**src/rtl/i2c_cmd_assembler_if.sv**
```systemverilog
// rtl/i2c_cmd_assembler_if.sv - I2C byte stream, tx read-back and AHB request signals of the command assembler
interface i2c_cmd_assembler_if;
  logic [7:0]  rx_byte_i;
  logic        rx_valid_i;
  logic        frame_start_i;
  logic        frame_stop_i;
  logic        tx_req_i;
  logic [7:0]  tx_byte_o;
  logic        tx_valid_o;
  logic [31:0] ahb_waddr_o;
  logic [31:0] ahb_raddr_o;
  logic [31:0] ahb_wdata_o;
  logic        w_valid_o;
  logic        r_valid_o;
  logic        ahb_done_i;
  logic [31:0] ahb_rdata_i;
  logic        busy_o;
  logic        err_o;

  modport slave (
    input  rx_byte_i, rx_valid_i, frame_start_i, frame_stop_i, tx_req_i,
    input  ahb_done_i, ahb_rdata_i,
    output tx_byte_o, tx_valid_o, ahb_waddr_o, ahb_raddr_o, ahb_wdata_o,
    output w_valid_o, r_valid_o, busy_o, err_o
  );

  modport master (
    output rx_byte_i, rx_valid_i, frame_start_i, frame_stop_i, tx_req_i,
    output ahb_done_i, ahb_rdata_i,
    input  tx_byte_o, tx_valid_o, ahb_waddr_o, ahb_raddr_o, ahb_wdata_o,
    input  w_valid_o, r_valid_o, busy_o, err_o
  );
endinterface

```
**src/rtl/i2c_cmd_assembler.sv**
```systemverilog
// rtl/i2c_cmd_assembler.sv - assembles I2C opcode/address/data bytes into AHB read/write requests
// Optional inter-byte timeout enabled by defining I2C_CMD_TIMEOUT_EN.
module i2c_cmd_assembler #(
  parameter logic [7:0] OPC_WRITE      = 8'h01,
  parameter logic [7:0] OPC_READ       = 8'h02,
  parameter int         TIMEOUT_CYCLES = 1024
) (
  input logic                   HCLK,
  input logic                   HRESETN,
  i2c_cmd_assembler_if.slave    bus
);

  typedef enum logic [2:0] {
    IDLE, OPC, ADDR, WDATA, ISSUE_W, ISSUE_R, TX, ERR
  } state_e;

  state_e      state_q, state_d;
  logic [1:0]  cnt_q, cnt_d;
  logic        is_read_q, is_read_d;
  logic [31:0] addr_q, addr_d;
  logic [31:0] wdata_q, wdata_d;
  logic [31:0] txbuf_q, txbuf_d;
  logic [2:0]  tx_idx_q, tx_idx_d;
  logic        err_q, err_d;
  logic        in_frame;

  assign in_frame = (state_q == OPC) || (state_q == ADDR) || (state_q == WDATA);

`ifdef I2C_CMD_TIMEOUT_EN
  localparam int GW = $clog2(TIMEOUT_CYCLES + 1);
  logic [GW-1:0] gap_q, gap_d;
`else
  logic unused_timeout;
  assign unused_timeout = ^TIMEOUT_CYCLES;
`endif

  always_ff @(posedge HCLK) begin
    if (!HRESETN) begin
      state_q   <= IDLE;
      cnt_q     <= '0;
      is_read_q <= 1'b0;
      addr_q    <= '0;
      wdata_q   <= '0;
      txbuf_q   <= '0;
      tx_idx_q  <= '0;
      err_q     <= 1'b0;
    end else begin
      state_q   <= state_d;
      cnt_q     <= cnt_d;
      is_read_q <= is_read_d;
      addr_q    <= addr_d;
      wdata_q   <= wdata_d;
      txbuf_q   <= txbuf_d;
      tx_idx_q  <= tx_idx_d;
      err_q     <= err_d;
    end
  end

`ifdef I2C_CMD_TIMEOUT_EN
  always_ff @(posedge HCLK) begin
    if (!HRESETN) gap_q <= '0;
    else          gap_q <= gap_d;
  end
`endif

  always_comb begin
    state_d   = state_q;
    cnt_d     = cnt_q;
    is_read_d = is_read_q;
    addr_d    = addr_q;
    wdata_d   = wdata_q;
    txbuf_d   = txbuf_q;
    tx_idx_d  = tx_idx_q;
    err_d     = 1'b0;
    unique case (state_q)
      IDLE: begin
        if (bus.frame_start_i) begin
          state_d = OPC;
          cnt_d   = '0;
        end
      end
      OPC, ADDR, WDATA: begin
        // A repeated START mid-frame restarts assembly; the byte in that cycle is dropped.
        if (bus.frame_start_i) begin
          state_d = OPC;
          cnt_d   = '0;
        end else if (bus.frame_stop_i) begin
          state_d = IDLE;
          err_d   = 1'b1;
        end else if (bus.rx_valid_i) begin
          if (state_q == OPC) begin
            if (bus.rx_byte_i == OPC_WRITE || bus.rx_byte_i == OPC_READ) begin
              is_read_d = (bus.rx_byte_i == OPC_READ);
              state_d   = ADDR;
              cnt_d     = '0;
            end else begin
              state_d = ERR;
              err_d   = 1'b1;
            end
          end else if (state_q == ADDR) begin
            addr_d = {addr_q[23:0], bus.rx_byte_i};
            cnt_d  = cnt_q + 2'd1;
            if (cnt_q == 2'd3) state_d = is_read_q ? ISSUE_R : WDATA;
          end else begin
            wdata_d = {wdata_q[23:0], bus.rx_byte_i};
            cnt_d   = cnt_q + 2'd1;
            if (cnt_q == 2'd3) state_d = ISSUE_W;
          end
        end
      end
      ISSUE_W: begin
        err_d = bus.rx_valid_i;
        if (bus.ahb_done_i) state_d = IDLE;
      end
      ISSUE_R: begin
        err_d = bus.rx_valid_i;
        if (bus.ahb_done_i) begin
          txbuf_d  = bus.ahb_rdata_i;
          tx_idx_d = '0;
          state_d  = TX;
        end
      end
      TX: begin
        if (bus.frame_start_i) begin
          state_d = OPC;
          cnt_d   = '0;
        end else if (bus.frame_stop_i) begin
          state_d = IDLE;
        end else if (bus.tx_req_i && !tx_idx_q[2]) begin
          tx_idx_d = tx_idx_q + 3'd1;
        end
      end
      ERR: begin
        if (bus.frame_start_i) begin
          state_d = OPC;
          cnt_d   = '0;
        end else if (bus.frame_stop_i) begin
          state_d = IDLE;
        end
      end
      default: state_d = IDLE;
    endcase

`ifdef I2C_CMD_TIMEOUT_EN
    gap_d = '0;
    if (in_frame && !bus.rx_valid_i && !bus.frame_start_i && !bus.frame_stop_i) begin
      if (gap_q == GW'(TIMEOUT_CYCLES - 1)) begin
        state_d = IDLE;
        err_d   = 1'b1;
      end else begin
        gap_d = gap_q + 1'b1;
      end
    end
`endif
  end

  always_comb begin
    bus.w_valid_o   = (state_q == ISSUE_W);
    bus.r_valid_o   = (state_q == ISSUE_R);
    bus.busy_o      = (state_q == ISSUE_W) || (state_q == ISSUE_R);
    bus.tx_valid_o  = (state_q == TX) && !tx_idx_q[2];
    bus.tx_byte_o   = 8'hFF;
    if ((state_q == TX) && !tx_idx_q[2]) begin
      unique case (tx_idx_q[1:0])
        2'd0:    bus.tx_byte_o = txbuf_q[31:24];
        2'd1:    bus.tx_byte_o = txbuf_q[23:16];
        2'd2:    bus.tx_byte_o = txbuf_q[15:8];
        default: bus.tx_byte_o = txbuf_q[7:0];
      endcase
    end
    bus.err_o       = err_q;
    bus.ahb_waddr_o = addr_q;
    bus.ahb_raddr_o = addr_q;
    bus.ahb_wdata_o = wdata_q;
  end

endmodule
```
**src/flat_wrapper.sv**
```systemverilog
// flat-port wrapper written by rule: the top's interface ports become plain ports
module i2c_cmd_assembler_flat 
#(
  parameter logic [7:0] OPC_WRITE      = 8'h01,
  parameter logic [7:0] OPC_READ       = 8'h02,
  parameter int         TIMEOUT_CYCLES = 1024
)
  (HCLK, HRESETN, bus_rx_byte_i, bus_rx_valid_i, bus_frame_start_i, bus_frame_stop_i, bus_tx_req_i, bus_ahb_done_i, bus_ahb_rdata_i, bus_tx_byte_o, bus_tx_valid_o, bus_ahb_waddr_o, bus_ahb_raddr_o, bus_ahb_wdata_o, bus_w_valid_o, bus_r_valid_o, bus_busy_o, bus_err_o);
  i2c_cmd_assembler_if bus_i ();
  input logic HCLK;
  input logic HRESETN;
  input wire logic [$bits(bus_i.rx_byte_i)-1:0] bus_rx_byte_i;
  input wire logic [$bits(bus_i.rx_valid_i)-1:0] bus_rx_valid_i;
  input wire logic [$bits(bus_i.frame_start_i)-1:0] bus_frame_start_i;
  input wire logic [$bits(bus_i.frame_stop_i)-1:0] bus_frame_stop_i;
  input wire logic [$bits(bus_i.tx_req_i)-1:0] bus_tx_req_i;
  input wire logic [$bits(bus_i.ahb_done_i)-1:0] bus_ahb_done_i;
  input wire logic [$bits(bus_i.ahb_rdata_i)-1:0] bus_ahb_rdata_i;
  output wire logic [$bits(bus_i.tx_byte_o)-1:0] bus_tx_byte_o;
  output wire logic [$bits(bus_i.tx_valid_o)-1:0] bus_tx_valid_o;
  output wire logic [$bits(bus_i.ahb_waddr_o)-1:0] bus_ahb_waddr_o;
  output wire logic [$bits(bus_i.ahb_raddr_o)-1:0] bus_ahb_raddr_o;
  output wire logic [$bits(bus_i.ahb_wdata_o)-1:0] bus_ahb_wdata_o;
  output wire logic [$bits(bus_i.w_valid_o)-1:0] bus_w_valid_o;
  output wire logic [$bits(bus_i.r_valid_o)-1:0] bus_r_valid_o;
  output wire logic [$bits(bus_i.busy_o)-1:0] bus_busy_o;
  output wire logic [$bits(bus_i.err_o)-1:0] bus_err_o;
  assign bus_i.rx_byte_i = bus_rx_byte_i;
  assign bus_i.rx_valid_i = bus_rx_valid_i;
  assign bus_i.frame_start_i = bus_frame_start_i;
  assign bus_i.frame_stop_i = bus_frame_stop_i;
  assign bus_i.tx_req_i = bus_tx_req_i;
  assign bus_i.ahb_done_i = bus_ahb_done_i;
  assign bus_i.ahb_rdata_i = bus_ahb_rdata_i;
  assign bus_tx_byte_o = bus_i.tx_byte_o;
  assign bus_tx_valid_o = bus_i.tx_valid_o;
  assign bus_ahb_waddr_o = bus_i.ahb_waddr_o;
  assign bus_ahb_raddr_o = bus_i.ahb_raddr_o;
  assign bus_ahb_wdata_o = bus_i.ahb_wdata_o;
  assign bus_w_valid_o = bus_i.w_valid_o;
  assign bus_r_valid_o = bus_i.r_valid_o;
  assign bus_busy_o = bus_i.busy_o;
  assign bus_err_o = bus_i.err_o;
  i2c_cmd_assembler #(.OPC_WRITE(OPC_WRITE), .OPC_READ(OPC_READ), .TIMEOUT_CYCLES(TIMEOUT_CYCLES)) u_core (.HCLK(HCLK), .HRESETN(HRESETN), .bus(bus_i));
endmodule
```
**config.mk**
```make
export PLATFORM = sky130hd
export DESIGN_NAME = i2c_cmd_assembler_flat
export DESIGN_NICKNAME = d
export VERILOG_FILES = /design/src/rtl/i2c_cmd_assembler_if.sv /design/src/rtl/i2c_cmd_assembler.sv /design/src/flat_wrapper.sv
export SDC_FILE = /design/constraint.sdc
export NUM_CORES = 1
export LEC_CHECK = 0
export ABC_AREA = 1
export CAP_MARGIN = 20
export CORE_ASPECT_RATIO = 1.75
export CORE_MARGIN = 2
export CORE_UTILIZATION = 48
export CTS_CLUSTER_SIZE = 24
export DETAILED_ROUTE_END_ITERATION = 6
export HOLD_SLACK_MARGIN = 0.02
export PLACE_DENSITY = 0.84
export SLEW_MARGIN = 40
export SYNTH_ARGS = -nofsm -noshare
export SYNTH_HDL_FRONTEND = slang
export SYNTH_SLANG_ARGS = --single-unit
export TNS_END_PERCENT = 30
```
**constraint.sdc**
```tcl
create_clock -name HCLK -period 2.8 [get_ports HCLK]
set_input_delay 0.56 -clock HCLK [delete_from_list [all_inputs] [get_ports HCLK]]
set_output_delay 0.56 -clock HCLK [all_outputs]
set_load 0.02 [all_outputs]
```
==> results.md <==
* Slew @ Worst Pin at 0.704 ns
* Post-route minimum period at approximately 2.7 ns
* Layout cells sized above 1 at under 10%
* Vias at approximately 4500
* R2r endpoint: u_core.txbuf_q[4]
* PortBufs at roughly 160
* Max-slew violation count at 0
* Ys Warns at 0
* Die height at around 130 um
* Longest Clk Path Bufs at 2
* Vias per cell at 5.15
* Synth Area in Simple Gates at between 20 and 30%
* H-Tree Depth at 3
* Post-CTS Setup Bufs at 0
* Core ar. at between 9000 and 10000 um2
* Final Hold Viols at 0
* Post-CTS Hold Fix Bufs at 0
* Gr ovfl total at 0
* Path type of the worst setup path: reg2out
* Period Utilization, post-route at a little over nine tenths
* DRT Pass-1 Iters at 4
* Placement Rows at 47
* Starting Density at 48.7%
* Register area share after synthesis at between 40% and 50%
* Final Skew at 0.00839 ns
* Setup TNS at 0 ns
* Worst stage delay on the critical path at 0.64 ns
* Max Clk Rate at 0.371 GHz
* Power density over cell area at between 500 and 600 nW/um2
* Clk_lat worst skew at between 0.3 and 0.4 ns
* XOR/XNOR Fraction of Synth Area at 0%
* CTS tree: built
* Clk Tree Root Cell: clkbuf_16
* Post-cts gate resize count at 0
* DRT iter0 DRCs at ~240
* Top cells by count, synth: nor2_1 (138), dfxtp_1 (106), nand2_1 (99)
* CP bufs+invs at 2
* Leading area contributor after synthesis: dfxtp_1
* Total CTS buffers at 9
* Largest family of logic cells by synthesized area: simple AND/OR/NAND/NOR gates
* Die width at just under 80 um
* Worst-path clk slew at ~0.070 ns
* Post-DP HPWL at 8960 um
* Largest net degree at the start of global routing at ~60
* Most frequent cell on the critical path: nand2_1
* Gp weighted congestion at slightly below 1
* Worst Path Required at 2.24 ns
* Critical Path End Type: primary output
* Avg Cell Area, Syn at 7.17 um2
* HP Start: u_core.txbuf_q[4]
* Post-Syn Instances at between 600 and 700
* Status: completed
* I/O pin cnt at 156
* Lkg Pwr at ~2.4 nW
* Total power at 3.16 mW
* DRT antenna net count at 0
* Largest delay share family, worst path: buffers and inverters
* Wirelength, routed at approximately 12000 um
* Post-synth top area share at 46.6%
* Vias in the first global route at 4348
* Tightest Hold Check Type: reg2reg
* Unrepaired setup endpoints after global routing: false
* GRT Util Overall at 24.0%
* Synth Area in Adders at around 1.4%
* Post-synthesis mux area share at 0%
* Critical path's slowest cell: clkdlybuf4s50_1
* Finish-stage setup viols at 0
* Asr flop ratio synth at 0%
* Max-cap violations at 0
* Global-route wire length before repair at approximately 20000 um
* Post-synthesis register bit count at around 110
* Reg2reg path depth at 6
* Die footprint at between 10000 and 15000 um2
* Hold path depth at 2
* Initial antenna violation count at 0
* Synth unique cells at 22
* Syn-to-layout area delta at 37.0%
* Area contributors post-synth: dfxtp_1 (47%), nor2_1 (11%), nand2_1 (8.2%), o21ai_0 (8.0%), a21oi_1 (5.5%)
* Max Fanout on Critical Path at 8
* Antenna diode count at 0
* Compound-Gate Fraction of Synth Area at between 10% and 20%
* Most numerous cell in the Yosys netlist: nor2_1
* Crit Reg-Reg Startpoint: u_core.state_q[2]
* Worst hold endpoint: u_core.txbuf_q[4]
* Post-synth EDFFs at 0
* R2R setup slack at 0.82 ns
* Clk sinks at ~110
* Final #Nets at 796
* Syn Nets at around 690
* Crit path cell chain: inv_1 > ha_1 > nand2_1 > nand3_1 > nand2_1 > o211ai_1 > clkdlybuf4s50_1
* Main synth FF type: dfxtp_1
* Peak supply drop at between 0.3 and 0.4 mV
* Slew margin rel. at approximately 53%
* Wire per inst at around 14 um
* Cell Area, Synth at between 4000 and 5000 um2
* Startpoint types: register
* DRC errors left at 0
* CP Data Arrival Time at ~2.1 ns
-- worst min-delay path, cell delays in order (launching register included) --
cell     delay [ns]
dfxtp_1        0.30
inv_1          0.06
a21oi_1        0.05
-- kinds of logic (layout without fill, tap and decap cells) --
logic type / Yosys count / after routing
and+or+nand+nor: 289 / 289
AOI/OAI and AO/OA: 135 / 135
DFF: 106 / 106
buffers and inverters: 100 / 214
adders and majority gates: 5 / 5
-- metal layers --
layer	GRT usage, %	vias to the layer above	part of all wire [%]
li1	-	2244	-
met1	26.3	2053	39
met2	42.9	157	52
met3	6.21	29	6.4
met4	10.0	0	2.6
met5	0	-	0
-- registers in the layout, summed over array words and instances (netlist names) --
name                    flops
u_core.bus.ahb_raddr_o     32
u_core.bus.ahb_wdata_o     32
u_core.txbuf_q             32
u_core.state_q              3
u_core.tx_idx_q             3
u_core.cnt_q                2
u_core.bus.err_o            1
u_core.is_read_q            1
-- cells in the final DEF, fill, tap and decap left out, types with 3 or more instances in the layout --
cell type,instances
a21oi_1,50
buf_4,10
clkbuf_16,9
clkdlybuf4s50_1,154
dfxtp_1,106
ha_1,4
inv_1,27
inv_2,4
nand2_1,99
nand3_1,42
nor2_1,138
nor2_2,3
nor3_1,3
o211ai_1,8
o21ai_0,73
o21ai_1,3
-- through the flow --
stage	area [um2]	hold slack [ns]	util [%]	instances	setup WS [ns]
2_1_floorplan	4550	0.430	-	635	0.980
3_3_place_gp	5950	0.444	63.6	855	0.499
3_5_place_dp	5950	0.449	63.6	855	0.413
4_1_cts	6240	0.458	66.7	871	0.0879
5_1_grt	6240	0.475	66.7	871	0.00943
6_report	6240	0.455	66.7	871	0.104
-- area by class of cell --
type | instances | area, um2
timing repair buffer | 165 | 1620
fill | 753 | 3110
multi-input combinational | 429 | 1930
inverter | 33 | 124
clock buffer | 10 | 239
tap | 122 | 153
sequential | 106 | 2120
clock inverter | 6 | 50.0
-- where the power goes --
group	switching, mW	internal [mW]
Sequential	0.0295	1.54
Clock	0.579	0.639
Combinational	0.212	0.161
Total	0.820	2.34
-- how the worst max path moves through the flow --
| stage | start | to | slack [ns] | depth (start not counted) |
|---|---|---|---|---|
| after floorplan | u_core.state_q[2] | bus_tx_byte_o[0] | 0.98 | 3 |
| after global placement | bus_frame_start_i | u_core.bus.ahb_wdata_o[2] | 0.50 | 9 |
| after detailed placement | bus_frame_start_i | u_core.bus.ahb_wdata_o[3] | 0.41 | 9 |
| after CTS | u_core.tx_idx_q[0] | bus_tx_byte_o[5] | 0.09 | 7 |
| after global routing | u_core.tx_idx_q[1] | bus_tx_byte_o[0] | 0.009 | 7 |
| final | u_core.tx_idx_q[0] | bus_tx_byte_o[0] | 0.10 | 7 |
Power figures use the tool's default switching activity.
